## src/rtl/audiodac_pkg.sv

```systemverilog
// Shared constants and types for the audio DAC front end.
package audiodac_pkg;

   localparam int unsigned AUDIODAC_SMP_W = 16;
   localparam int unsigned URUN_CNT_W     = 8;

   localparam logic [AUDIODAC_SMP_W-1:0] AUDIODAC_MIDSCALE = 16'h8000;
   localparam logic [URUN_CNT_W-1:0]     URUN_MAX          = '1;

   typedef enum logic [1:0] {
      IDLE = 2'd0,
      RUN  = 2'd1,
      MUTE = 2'd2
   } audiodac_state_e;

endpackage

```

## src/rtl/audiodac_tickgen.sv

```systemverilog
// Sample-period down-counter: one tick every max(div,1)+1 cycles while enabled.
module audiodac_tickgen #(
   parameter int unsigned DIV_W = 10
) (
   input  logic             clk,
   input  logic             rst_n,
   input  logic             en,
   input  logic             start,
   input  logic             clr,
   input  logic [DIV_W-1:0] div,
   output logic             tick_c
);

   logic [DIV_W-1:0] cnt;
   logic [DIV_W-1:0] div_eff_c;

   // A divider of zero would give a one-cycle period; clamp it to one.
   assign div_eff_c = (div == '0) ? DIV_W'(1) : div;
   assign tick_c    = en && (cnt == '0);

   // Clear wins, then reload on start or tick, otherwise count down.
   always_ff @(posedge clk or negedge rst_n) begin
      if (!rst_n) begin
         cnt <= '0;
      end else if (clr) begin
         cnt <= '0;
      end else if (start || tick_c) begin
         cnt <= div_eff_c;
      end else if (en) begin
         cnt <= cnt - DIV_W'(1);
      end
   end

endmodule

```

## src/rtl/audiodac_sample_sched.sv

```systemverilog
// Sample scheduler: source select, mute on switch, underrun tracking.
module audiodac_sample_sched
   import audiodac_pkg::*;
#(
   parameter int unsigned DIV_W    = 10,
   parameter int unsigned MUTE_SMP = 4
) (
   input  logic                      clk_i,
   input  logic                      rst_n_i,
   input  logic                      en_i,
   input  logic [DIV_W-1:0]          div_i,
   input  logic                      tst_sinegen_en_i,
   input  logic [AUDIODAC_SMP_W-1:0] fifo_data_i,
   input  logic                      fifo_empty_i,
   output logic                      fifo_rd_o,
   input  logic [AUDIODAC_SMP_W-1:0] sine_data_i,
   output logic                      sine_rd_o,
   output logic [AUDIODAC_SMP_W-1:0] smp_o,
   output logic                      smp_vld_o,
   output logic                      underrun_o,
   output logic [URUN_CNT_W-1:0]     urun_cnt_o,
   input  logic                      clr_underrun_i
);

   localparam int unsigned MUTE_W = 4;

   audiodac_state_e        state;
   logic                   src_q;
   logic [MUTE_W-1:0]      mute_cnt;
   logic                   tick_c;
   logic                   run_tick_c;
   logic                   urun_evt_c;
   logic [URUN_CNT_W-1:0]  urun_base_c;
   logic [URUN_CNT_W-1:0]  urun_inc_c;

   // Divider runs in RUN and MUTE; leaving enable zeroes it.
   audiodac_tickgen #(
      .DIV_W (DIV_W)
   ) u_tickgen (
      .clk    (clk_i),
      .rst_n  (rst_n_i),
      .en     (state != IDLE),
      .start  ((state == IDLE) && en_i),
      .clr    (!en_i),
      .div    (div_i),
      .tick_c (tick_c)
   );

   // Read strobes decode registered state only, so each lasts one tick cycle.
   assign run_tick_c = (state == RUN) && tick_c;
   assign sine_rd_o  = run_tick_c && src_q;
   assign fifo_rd_o  = run_tick_c && !src_q && !fifo_empty_i;
   assign urun_evt_c = run_tick_c && !src_q && fifo_empty_i;

   // A clear in the same cycle as an underrun restarts the count at one.
   assign urun_base_c = clr_underrun_i ? '0 : urun_cnt_o;
   assign urun_inc_c  = (urun_base_c == URUN_MAX) ? URUN_MAX
                                                  : urun_base_c + URUN_CNT_W'(1);

   // Mode control, sample register and underrun bookkeeping.
   always_ff @(posedge clk_i or negedge rst_n_i) begin
      if (!rst_n_i) begin
         state      <= IDLE;
         src_q      <= 1'b0;
         mute_cnt   <= '0;
         smp_o      <= AUDIODAC_MIDSCALE;
         smp_vld_o  <= 1'b0;
         underrun_o <= 1'b0;
         urun_cnt_o <= '0;
      end else begin
         smp_vld_o <= 1'b0;
         if (clr_underrun_i) begin
            underrun_o <= 1'b0;
            urun_cnt_o <= '0;
         end
         if (!en_i) begin
            state    <= IDLE;
            smp_o    <= AUDIODAC_MIDSCALE;
            mute_cnt <= '0;
         end else begin
            case (state)
               IDLE: begin
                  state <= RUN;
                  src_q <= tst_sinegen_en_i;
               end
               RUN: begin
                  if (tick_c) begin
                     smp_vld_o <= 1'b1;
                     if (src_q) begin
                        smp_o <= sine_data_i;
                     end else if (!fifo_empty_i) begin
                        smp_o <= fifo_data_i;
                     end
                  end
                  if (urun_evt_c) begin
                     underrun_o <= 1'b1;
                     urun_cnt_o <= urun_inc_c;
                  end
                  if (tst_sinegen_en_i != src_q) begin
                     state    <= MUTE;
                     mute_cnt <= MUTE_W'(MUTE_SMP);
                  end
               end
               MUTE: begin
                  if (tick_c) begin
                     smp_vld_o <= 1'b1;
                     smp_o     <= AUDIODAC_MIDSCALE;
                     mute_cnt  <= mute_cnt - MUTE_W'(1);
                     if (mute_cnt == MUTE_W'(1)) begin
                        state <= RUN;
                        src_q <= tst_sinegen_en_i;
                     end
                  end
               end
               default: state <= IDLE;
            endcase
         end
      end
   end

endmodule

```

## config.mk

```make
export PLATFORM = sky130hd
export DESIGN_NAME = audiodac_sample_sched
export DESIGN_NICKNAME = d
export VERILOG_FILES = /design/src/rtl/audiodac_pkg.sv /design/src/rtl/audiodac_tickgen.sv /design/src/rtl/audiodac_sample_sched.sv
export SDC_FILE = /design/constraint.sdc
export NUM_CORES = 1
export LEC_CHECK = 0
export ABC_AREA = 1
export BUFFER_PORTS_ARGS = -buffer_cell sky130_fd_sc_hd__buf_2
export CAP_MARGIN = 20
export CORE_MARGIN = 8
export CORE_UTILIZATION = 56
export CTS_CLUSTER_DIAMETER = 30
export DETAILED_ROUTE_END_ITERATION = 16
export GPL_TIMING_DRIVEN = 0
export PLACE_DENSITY_LB_ADDON = 0.05
export SLEW_MARGIN = 20
export SYNTH_ARGS = -nofsm -noshare
export SYNTH_HDL_FRONTEND = slang
export SYNTH_SLANG_ARGS = --single-unit
export TNS_END_PERCENT = 30
```

## constraint.sdc

```tcl
create_clock -name clk_i -period 3 [get_ports clk_i]
set_clock_uncertainty 0.05 [all_clocks]
set_input_delay 0 -clock clk_i [delete_from_list [all_inputs] [get_ports clk_i]]
set_output_delay 0 -clock clk_i [all_outputs]
set_load 0.02 [all_outputs]
```

# Yosys cells after proc, flatten, opt, wreduce, memory -nomap -nowiden
# Index checks and enable logic that the tools add are counted.
# word_totals
word_cells	79
input_bits	48
ff_bits	43
out_inout_bits	28
# classes
muxes	34
reduce_logical	20
n_eq_ne	14
n_addsub	3
# op_table
cell	n
16-bit 2-to-1 mux	5
10-bit 2-to-1 mux	4
8-bit 2-to-1 mux	5
16-bit case mux with 2 select lines	1
10-bit zero test	2
4-bit 2-to-1 mux	3
10-bit by 1-bit subtractor with 10-bit output, second input constant	1
1-bit 2-to-1 mux	9
3-bit != test, second input constant	3
8-bit by 1-bit adder with 8-bit output, second input constant	1
8-bit equality test, second input constant	1
2-bit 2-to-1 mux	4
4-bit case mux with 2 select lines	1
4-bit AND reduction	2
1-bit logical AND	7
3-bit by 1-bit != test with 1-bit output, second input constant	2
2-bit case mux with 3 select lines	1
3-bit AND reduction	2
4-bit by 1-bit equality test with 1-bit output, second input constant	1
2-bit != test, second input constant	2
4-bit != test, second input constant	1
2-bit nonzero test	2
4-bit by 1-bit subtractor with 4-bit output, second input constant	1
3-bit by 2-bit != test with 1-bit output, second input constant	1
other kinds (8)	9

# Depth between registers and ports, before layout
# Gate-level depths: netlist (run 1).
# logic_depth
ltp_word	8
mapped_depth	12

# Hierarchy
# From an unflattened synthesis (run 1), not the netlist that was laid out.
# unflattened
cells_unflattened	401
hier_area_um2	2907.8
# by_module_without_submodules
module	cells_per_inst	instances	seq_area_each_um2	area_each_um2
audiodac_sample_sched	270	1	827.0	2039.5
audiodac_tickgen	131	1	250.2	868.3

# Worst setup path before layout (run 1)
# Ideal clock, no wire load.
# synth_path
kind	register -> output
start	register state[0]
end	output port fifo_rd_o
path_buffers	0
t_required_ns	2.950
stages_incl_launch_ff	8
t_arrival_ns	1.766
setup_slack_ns	1.184
cell_sequence	dfrtp_1 inv_1 ha_1 nor2_4 nand3_4 nor3_1 inv_1 nor3_1
# synth_via
elab_chain_len	5
elab_cells_between_ends	6
classes_between	1 x eq/ne; 5 x reduce/logical
# synth_lines
element	line_no	source
start, declared	audiodac_sample_sched.sv:27	audiodac_state_e state;
start signal, assigned	audiodac_sample_sched.sv:63	state <= IDLE;
start signal, assigned	audiodac_sample_sched.sv:77	state <= IDLE;
start signal, assigned	audiodac_sample_sched.sv:83	state <= RUN;
2-bit nonzero test	audiodac_sample_sched.sv:42	.en (state != IDLE),
1-bit logical AND	audiodac_tickgen.sv:19	assign tick_c = en && (cnt == '0);
1-bit logical AND (*)	audiodac_sample_sched.sv:50	assign run_tick_c = (state == RUN) && tick_c;
1-bit logical AND (*) (2 in a row)	audiodac_sample_sched.sv:52	assign fifo_rd_o = run_tick_c && !src_q && !fifo_empty_i;
end, declared	audiodac_sample_sched.sv:15	output logic fifo_rd_o,
# Every way passes the cells marked *; elsewhere a longest branch is shown, timed or not.

# Worst setup path after layout (run 1)
# layout_path
start	register state[1]
end	output port fifo_rd_o
# The elaborated chain is that of the path after synthesis.

==> summary.txt, run 1 <==
Pwr
  – Worst VDD drop: 0.0005184 V
  – Clock power share: 15.7%
  – Power density cells: 772.3 nW/um^2
  – Gate power share: 50.8%
  – Flop pwr share: 33.6%
  – P_leak: 0.001778 uW
  – Psw: 1151 uW
  – Switching share of total power: 44.95%
  – Int Pwr: 1410 uW

Critical path
  – Crit path top cell by count: inv_1
  – Top Family by Delay on Critical Path: simple AND/OR/NAND/NOR gates
  – CP required: 2.95 ns
  – Max incr delay on CP: 0.53 ns
  – Critical Path AT: 2.27 ns
  – Cell Chain, Critical Path: inv_1 > ha_1 > inv_1 > nor3_1 > inv_1 > nor3_1 > buf_2
  – CP max stage cell: nor3_1
  – CP startpoint kind: flop
  – WS Path Type: flop to primary output
  – CP bufs+invs: 4
  – Setup crit end kind: primary output
  – Crit-path max FO: 6

Die
  – Num ports: 76
  – Die Y: 84.89 um
  – Die area: 7206 sq um
  – Chip width: 84.89 um
  – Core region area: 4661 sq um
  – Starting Density: 57.02%
  – Rows: 25

Detailed routing
  – Number of DRC markers in iteration 0: 85
  – Pre-Repair DR Iteration Count: 4
  – Via count: 2721
  – Vias/cell: 5.294
  – WL/cell: 13.42 um
  – Final wirelength: 6900 um
  – ANT nets after route: 0
  – DRC viols: 0

Logic synthesis
  – Area share of the largest cell type after synthesis: 39.55%
  – Cell area after synthesis: 2658 sq um
  – Synth Instances: 366
  – Distinct cell type count after synthesis: 32
  – Yosys warning count: 0
  – Synth Register Bits: 43
  – Syn_area_per_cell: 7.261 sq um
  – Syn Nets: 423
  – Synth area leader: dfrtp_1
  – Area contributors post-synth: dfrtp_1 (40%), nand2_1 (15%), nand3_1 (7.2%), nor2_1 (5.6%), a21oi_1 (4.9%)
  – Post-synthesis sequential area ratio: 40.54%

Clock network
  – Clock Path Buffers: 2
  – Root Driver: clkbuf_8
  – Later-pin clock latency in the skew report: 0.29 ns
  – Resized cells post-CTS: 0
  – CTS tree: done
  – Number of H-tree levels: 2
  – Clock tree sinks: 43
  – Total CTS buffers: 5
  – Clock transition at the registers of the reported paths: 0.08 ns

Placement
  – Placement Setup Slack: 0.9446 ns
  – Routability congestion estimate: 0.8950
  – # port buffers: 74
  – Post-DP HPWL: 5219 um

Run
  – Max Cap Violations: 0

Finish
  – Layout cell share with drive strength beyond 1: 22.61%
  – Fill cells: 408
  – Commonest non-fill, non-tap cells in the layout: nand2_1 (104), buf_2 (77), dfrtp_1 (42)
  – Most common cell after layout, fill and taps aside: nand2_1
  – Area Growth Syn to Fin: 24.76%
  – Nets: 516
  – Number of inserted diodes: 0

GRT
  – Tot GR Track Use: 19.74%
  – Grt total ovfl: 0
  – Antenna violations before repair: 0
  – First-pass GRT wire length: 11760 um
  – Largest net degree at the start of global routing: 44
  – Vias in the first global route: 2614

STA
  – Final Max Slew Viols: 0
  – Peak Freq: 430.1 MHz
  – Rel. slew slack: 37.14%
  – Hold Violations, Final: 0
  – Post-Route Setup TNS: 0 ns
  – Setup-failing EPs final: 0
  – PnR worst setup slack: 0.6751 ns
  – Fin crit period: 2.325 ns
  – RSZ-0062 raised after global routing: no
  – Fin crit share: 77.50%
  – Worst-Margin Slew: 0.9429 ns

Min path
  – HP Class: input pin to flop

Outcome
  – Status: finished clean
-- power by group through the flow --
stage	Clock, uW	Combinational [uW]	Sequential [uW]
6_report	401	1300	860
5_1_grt	432	1470	878
4_1_cts	408	1310	857
3_5_place_dp	0	1290	866
3_3_place_gp	0	1260	863
2_1_floorplan	0	865	946
-- logic make-up after synthesis --
kind of cell	after synthesis	share of synthesized area (%)
mux	1	0.3767
compound gates	58	12.05
flops	43	40.54
simple gates	203	33.47
fa+ha+maj	9	4.237
buf+inv	46	7.344
xor+xnor	6	1.977
-- synthesized netlist by cell type (all sizes together) --
master,number
nand4,4
dfstp,1
buf,7
a21oi,27
o31ai,1
nor2,48
mux2i,1
nand3,39
xor2,4
o22ai,2
inv,35
clkbuf,4
nand2,106
o21a,1
dfrtp,42
xnor2,2
ha,9
o21ai,27
nor3,6
-- flip-flops by register name (all words and copies together) (netlist names) --
| register | count |
|---|---|
| smp_o | 16 |
| src_q | 1 |
| u_tickgen.cnt | 10 |
| smp_vld_o | 1 |
| state | 2 |
| urun_cnt_o | 8 |
| mute_cnt | 4 |
| underrun_o | 1 |
-- layout make-up --
cell class | instances | area [sq um] | area share [%]
clock buffer | 8 | 100.1 | 3.019
buffer | 11 | 63.81 | 1.925
sequential | 43 | 1077 | 32.49
tap | 54 | 67.56 | 2.038
inverter | 35 | 131.4 | 3.962
timing repair buffer | 86 | 490.5 | 14.79
multi-input combinational | 277 | 1385 | 41.77
-- metrics by stage --
step / area (sq um) / util, % / instances / hold slack, ns / power (uW)
6_report: 3316 / 71.14 / 514 / 0.01566 / 2561
5_1_grt: 3316 / 71.14 / 514 / 0.02865 / 2776
4_1_cts: 3316 / 71.14 / 514 / 0.01178 / 2572
3_5_place_dp: 3095 / 66.42 / 494 / 0.1585 / 2156
3_3_place_gp: 3095 / 66.42 / 494 / 0.1540 / 2120
2_1_floorplan: 2658 / - / 366 / -0.3456 / 1811
-- worst min-delay path: stages --
cell and delay, ns:
buf_2 0.10, nand2_1 0.05, a21oi_1 0.05, nand3_1 0.07
nand2_1 0.05
-- worst paths after layout --
| check | start | end | slack [ns] | cells after the start |
|---|---|---|---|---|
| max | state[1] | fifo_rd_o | 0.68 | 7 |
| min | fifo_data_i[6] | smp_o[6] | 0.02 | 5 |
| max reg2reg | state[1] | urun_cnt_o[4] | 0.90 | 9 |
| min reg2reg | smp_o[12] | smp_o[12] | 0.42 | 2 |
| max in group asynchronous | rst_n_i | mute_cnt[2] | 1.97 | 2 |
| min in group asynchronous | rst_n_i | underrun_o | 0.34 | 2 |
-- metal layers --
metal / routed length [um] / vias to the layer above / global-route usage, % / part of all wire [%]
met5: 0 / - / 0 / 0
met4: 74 / 0 / 4.693 / 1.1
met3: 443 / 9 / 5.888 / 6.4
met2: 3449 / 68 / 34.57 / 50
met1: 2932 / 1277 / 23.00 / 42
li1: - / 1367 / - / -
-- timing repair --
item	CTS	global route
setup buffers	0	0
hold buffers	12	0
hold endpoints to repair	52	0
(Power assumes the default switching activity.)
==> run 2, diff against run 1 <==
Settings changed: CORE_UTILIZATION 56 to 52.
Clock period 3 ns to 2.3 ns, I/O delays scaled along.
==> run 2 against run 1 <==
Against the previous run:
- global-route usage shrank 0.36 points
- core utilization decreased by 4.0 points
- die area rose by 6.2%
- critical path type unchanged
==> summary.txt, run 2 (synthesis gave the netlist of run 1 again) <==
Detailed routing
  – Pre-Repair DR Iteration Count: 4 (unchanged)
  – Final wirelength: 7106 um (+3.0%)
  – Number of DRC markers in iteration 0: 130 (+53%)
  – ANT nets after route: 0 (unchanged)
  – WL/cell: 13.33 um (-0.69%)
  – DRC viols: 0 (unchanged)
  – Vias/cell: 5.041 (-4.8%)
  – Via count: 2687 (-1.2%)

Die
  – Num ports: 76 (unchanged)
  – Chip width: 87.49 um (+3.1%)
  – Die area: 7655 sq um (+6.2%)
  – Starting Density: 53.05% (-4.0 points)
  – Core region area: 5010 sq um (+7.5%)
  – Rows: 26 (+4.0%)
  – Die Y: 87.49 um (+3.1%)

STA
  – Final Max Slew Viols: 0 (unchanged)
  – PnR worst setup slack: 0.2214 ns (-0.4538 ns)
  – Fin crit period: 2.079 ns
  – Setup-failing EPs final: 0 (unchanged)
  – RSZ-0062 raised after global routing: no
  – Worst-Margin Slew: 0.9689 ns (+0.02602 ns)
  – Post-Route Setup TNS: 0 ns (unchanged)
  – Fin crit share: 90.38%
  – Hold Violations, Final: 0 (unchanged)
  – Hold Slack: 0.006685 ns (-0.008971 ns)
  – Peak Freq: 481.1 MHz
  – Rel. slew slack: 35.41% (-1.7 points)

Placement
  – Post-DP HPWL: 5285 um (+1.3%)
  – Routability congestion estimate: 0.8757 (-2.2%)
  – Placement Setup Slack: 0.2828 ns (-0.6619 ns)
  – # port buffers: 74 (unchanged)

Finish
  – Largest registers: smp_o: 16 flops, u_tickgen.cnt: 10 flops, urun_cnt_o: 8 flops
  – Area Growth Syn to Fin: 26.51%
  – Commonest non-fill, non-tap cells in the layout: nand2_1 (104), buf_2 (77), dfrtp_1 (42)
  – Top reg by flops: smp_o
  – Number of inserted diodes: 0 (unchanged)
  – Finished Core Util: 67.11% (-4.0 points)
  – Max reg flops: 16 (unchanged)
  – Layout cell share with drive strength beyond 1: 22.68% (+0.069 points)
  – Most common cell after layout, fill and taps aside: nand2_1
  – Nets: 519 (+0.58%)

GRT
  – Largest net degree at the start of global routing: 44 (unchanged)
  – Grt total ovfl: 0 (unchanged)
  – Vias in the first global route: 2684 (+2.7%)
  – Tot GR Track Use: 19.37% (-0.36 points)
  – Antenna violations before repair: 0 (unchanged)
  – First-pass GRT wire length: 11930 um (+1.5%)

Critical path
  – CP startpoint kind: flop
  – Reg2Reg Setup Slack: 0.26 ns (-0.64 ns)
  – Cell Chain, Critical Path: inv_1 > ha_1 > inv_1 > nor3_2 > inv_1 > nor3_1 > buf_2
  – WS Path Type: flop to primary output
  – Crit-path max FO: 6 (unchanged)
  – Crit path top cell by count: inv_1
  – Reg2reg path depth: 11 (+2)
  – CP required: 2.25 ns (-0.70 ns)
  – Max incr delay on CP: 0.43 ns (-0.10 ns)
  – Critical Path AT: 2.03 ns (-0.24 ns)
  – Worst flop-to-flop path endpoint: smp_o[1]
  – Reg2Reg Launch Point: state[1]
  – Setup crit end kind: primary output
  – CP max stage cell: dfrtp_1

Clock network
  – Root Driver: clkbuf_8
  – Clock Path Buffers: 2 (unchanged)
  – Post-CTS Setup Inserts: 0 (unchanged)
  – Total CTS buffers: 5 (unchanged)
  – Clock tree sinks: 43 (unchanged)
  – Later-pin clock latency in the skew report: 0.30 ns (about the same)
  – Clock transition at the registers of the reported paths: 0.08 ns (about the same)
  – Number of H-tree levels: 2 (unchanged)
  – CTS tree: done

Min path
  – Hold depth: 5 (unchanged)
  – HP Class: input pin to flop
  – Hold endpoint: smp_o[12]
  – Hold_sp: fifo_data_i[12]

Outcome
  – Status: finished clean

Run
  – Max Cap Violations: 0 (unchanged)

Pwr
  – Power density cells: 985.5 nW/um^2 (+28%)
  – P_leak: 0.001788 uW (+0.55%)
  – Worst VDD drop: 0.0005634 V (+8.7%)
-- run 2: cell types whose count changed in the layout (fill, tap and decap cells not counted) --
| cell | before | now |
|---|---|---|
| clkinv_2 | 0 | 1 |
| nor3_2 | 0 | 1 |
| clkbuf_8 | 7 | 6 |
| dlygate4sd3_1 | 12 | 15 |
| nor3_1 | 6 | 5 |
-- run 2: worst max path at each step --
stage | start | end | depth (start not counted)
floorplan | state[0] | fifo_rd_o | 7
global placement | state[1] | urun_cnt_o[3] | 9
detailed placement | state[0] | smp_o[6] | 11
CTS | state[1] | fifo_rd_o | 8
global route | state[1] | fifo_rd_o | 7
finish | state[1] | fifo_rd_o | 7
-- run 2: what timing repair did --
item                                    CTS  global route
endpoints found under the hold margin    54             0
hold buffers                             15             0
endpoints found under the setup margin    0             2
gates resized for setup                   0             1
-- run 2: layer usage --
metal | share of wire (%) | routed length (um) | vias to the layer above | GRT usage [%]
met5 | 0 | 0 | - | 0
li1 | - | - | 1372 | -
met1 | 43 | 3083 | 1246 | 23.83
met4 | 1.1 | 78 | 0 | 5.625
met2 | 49 | 3485 | 63 | 32.78
met3 | 6.4 | 458 | 6 | 4.340
-- run 2: area by class of cell --
class                      instances  area [sq um]
sequential                        43          1077
multi-input combinational        277          1390
tap                               70         87.58
buffer                            11         63.81
fill                             469          1648
clock buffer                       7         86.33
clock inverter                     1         5.005
inverter                          35         131.4
timing repair buffer              89         520.5
-- run 2: power by group --
part | internal [uW] | switching [uW] | total, uW | leakage, uW
Combinational | 594 | 1090 | 1690 | 0.00117
Sequential | 974 | 147 | 1120 | 0.000567
Clock | 243 | 263 | 505 | 0.0000482
-- run 2: worst max-delay path, delay by kind of cell, from the launching register on --
| family | cells | cell delay [ns] |
|---|---|---|
| DFF | 1 | 0.43 |
| adders and majority gates | 1 | 0.27 |
| buffers and inverters | 4 | 0.55 |
| and+or+nand+nor | 2 | 0.49 |
-- run 2: per-stage QoR --
step                      instances  area (sq um)  power [uW]
after detailed placement        510          3115        2800
after global routing            533          3362        3606
final                           533          3362        3313
after floorplan                 366          2658        2362
after global placement          510          3115        2769
after CTS                       533          3357        3327
==> run 3, diff against run 2 <==
Settings changed: PLACE_DENSITY set to 0.77, PLACE_DENSITY_LB_ADDON 0.05 to not set.
==> run 3 against run 2 <==
Against the previous run:
- register-to-register slack hardly changed
- sequential power hardly changed
- sequential share of layout area is 0.37 points higher
- core utilization is 0.77 points lower
- routed wire length is 4.7% lower
- setup slack better by 0.037 ns
- critical path type unchanged
- critical endpoint unchanged
==> summary.txt, run 3 (synthesis gave the netlist of run 1 again) <==
Critical path
  – Setup crit end kind: primary output
  – Crit-path max FO: 6 (unchanged)
  – Worst Setup SP: state[1]
  – CP required: 2.25 ns (about the same)
  – WS Path Type: flop to primary output
  – Reg2Reg Launch Point: u_tickgen.cnt[0]
  – Critical Path AT: 1.99 ns (-0.04 ns)
  – Worst flop-to-flop path endpoint: smp_o[2]
  – Reg2reg path depth: 12 (+1)
  – CP startpoint kind: flop
  – Reg2Reg Setup Slack: 0.27 ns (about the same)
  – Critical Path End: fifo_rd_o

STA
  – Rel. slew slack: 37.65% (+2.2 points)
  – Post-Route Setup TNS: 0 ns (unchanged)
  – Worst-Margin Slew: 0.9353 ns (-0.03364 ns)
  – Peak Freq: 489.7 MHz (+1.8%)
  – Setup-failing EPs final: 0 (unchanged)
  – Hold Violations, Final: 0 (unchanged)
  – Final Max Slew Viols: 0 (unchanged)
  – Fin crit share: 88.78% (-1.6 points)
  – RSZ-0062 raised after global routing: no
  – Fin crit period: 2.042 ns (-0.03675 ns)

Clock network
  – Root Driver: clkbuf_8
  – Clock tree sinks: 43 (unchanged)
  – Clock transition at the registers of the reported paths: 0.08 ns (about the same)
  – Number of H-tree levels: 2 (unchanged)
  – Later-pin clock latency in the skew report: 0.28 ns (-0.02 ns)
  – CTS tree: done
  – Total CTS buffers: 5 (unchanged)
  – Clock Path Buffers: 2 (unchanged)

Detailed routing
  – ANT nets after route: 0 (unchanged)
  – Final wirelength: 6770 um (-4.7%)
  – Number of DRC markers in iteration 0: 187 (+44%)
  – DRC viols: 0 (unchanged)
  – Via count: 2670 (-0.63%)
  – Vias/cell: 5.047 (+0.12%)
  – WL/cell: 12.80 um (-4.0%)
  – Pre-Repair DR Iteration Count: 4 (unchanged)

Finish
  – Largest registers: smp_o: 16 flops, u_tickgen.cnt: 10 flops, urun_cnt_o: 8 flops
  – Commonest non-fill, non-tap cells in the layout: nand2_1 (104), buf_2 (77), dfrtp_1 (42)
  – Layout cell share with drive strength beyond 1: 22.44% (-0.24 points)
  – Max reg flops: 16 (unchanged)
  – Most common cell after layout, fill and taps aside: nand2_1
  – Nets: 517 (-0.39%)
  – Finished Core Util: 66.33% (-0.77 points)
  – Top reg by flops: smp_o
  – Number of inserted diodes: 0 (unchanged)
  – Area Growth Syn to Fin: 25.05%

Die
  – Rows: 26 (unchanged)
  – Die area: 7655 sq um (unchanged)
  – Num ports: 76 (unchanged)
  – Starting Density: 53.05% (unchanged)
  – Core region area: 5010 sq um (unchanged)
  – Die Y: 87.49 um (unchanged)
  – Chip width: 87.49 um (unchanged)

Outcome
  – Status: finished clean

GRT
  – Tot GR Track Use: 18.70% (-0.67 points)
  – First-pass GRT wire length: 11630 um (-2.5%)
  – Largest net degree at the start of global routing: 44 (unchanged)
  – Vias in the first global route: 2750 (+2.5%)
  – Antenna violations before repair: 0 (unchanged)
  – Grt total ovfl: 0 (unchanged)

Placement
  – Routability congestion estimate: 0.8653 (-1.2%)
  – Post-DP HPWL: 5163 um (-2.3%)
  – # port buffers: 74 (unchanged)

Min path
  – HP Class: input pin to flop
  – Hold_sp: fifo_data_i[6]

Pwr
  – P_leak: 0.001769 uW (-1.1%)
  – Power density cells: 976.0 nW/um^2 (-0.97%)
  – Worst VDD drop: 0.0005050 V (-10%)

Run
  – Max Cap Violations: 0 (unchanged)
==> run 3: metrics by stage <==
| step | power (uW) | instance area [sq um] | std cells | setup WS (ns) | hold slack (ns) |
|---|---|---|---|---|---|
| floorplan | 2362 | 2658 | 366 | 0.4843 | -0.3456 |
| global placement | 2758 | 3115 | 510 | 0.3458 | 0.1409 |
| detailed placement | 2800 | 3115 | 510 | 0.2594 | 0.1502 |
| CTS | 3259 | 3318 | 529 | 0.04862 | 0.005621 |
| global route | 3547 | 3323 | 529 | 0.05244 | 0.03678 |
| finish | 3244 | 3323 | 529 | 0.2581 | 0.01891 |
==> run 3: how the worst min path moves through the flow <==
stage	end	slack (ns)	cells after the start
final	smp_o[6]	0.02	5
after global routing	smp_o[15]	0.04	5
after CTS	u_tickgen.cnt[0]	0.006	3
after detailed placement	urun_cnt_o[6]	0.15	1
after global placement	underrun_o	0.14	1
after floorplan	mute_cnt[0]	-0.35	0
==> run 3: routing by layer <==
| metal | global-route usage, % | routed length, um | part of all wire (%) |
|---|---|---|---|
| met3 | 4.717 | 473 | 7.0 |
| met4 | 5.156 | 105 | 1.6 |
| met2 | 33.68 | 3268 | 48 |
| met1 | 21.12 | 2922 | 43 |
| met5 | 0 | 0 | 0 |
==> run 3: repair_timing <==
item | in CTS | in global routing
hold endpoints to repair | 53 | 0
hold buffers | 13 | 0
setup endpoints to repair | 0 | 2
gates resized for setup | 0 | 1
setup buffers | 0 | 0
==> run 3: where the power goes <==
group	switching [uW]	internal, uW
combinational	1100	593
sequential	144	975
clock	233	203
==> run 3: layout make-up <==
class,count,area (sq um)
fillers,455,1687
multi-input cells,277,1390
flip-flops and latches,43,1077
repair buffers,87,500.5
inverters,35,131.4
well taps,70,87.58
clock buffers,6,72.57
plain buffers,11,63.81
==> run 3: worst max-delay path, cell delays in order (launching register included) <==
cell and delay [ns]:
dfrtp_1 0.41, inv_1 0.11, ha_1 0.26, inv_1 0.14, nor3_2 0.36, inv_1 0.11, nor3_1 0.13, buf_2 0.19
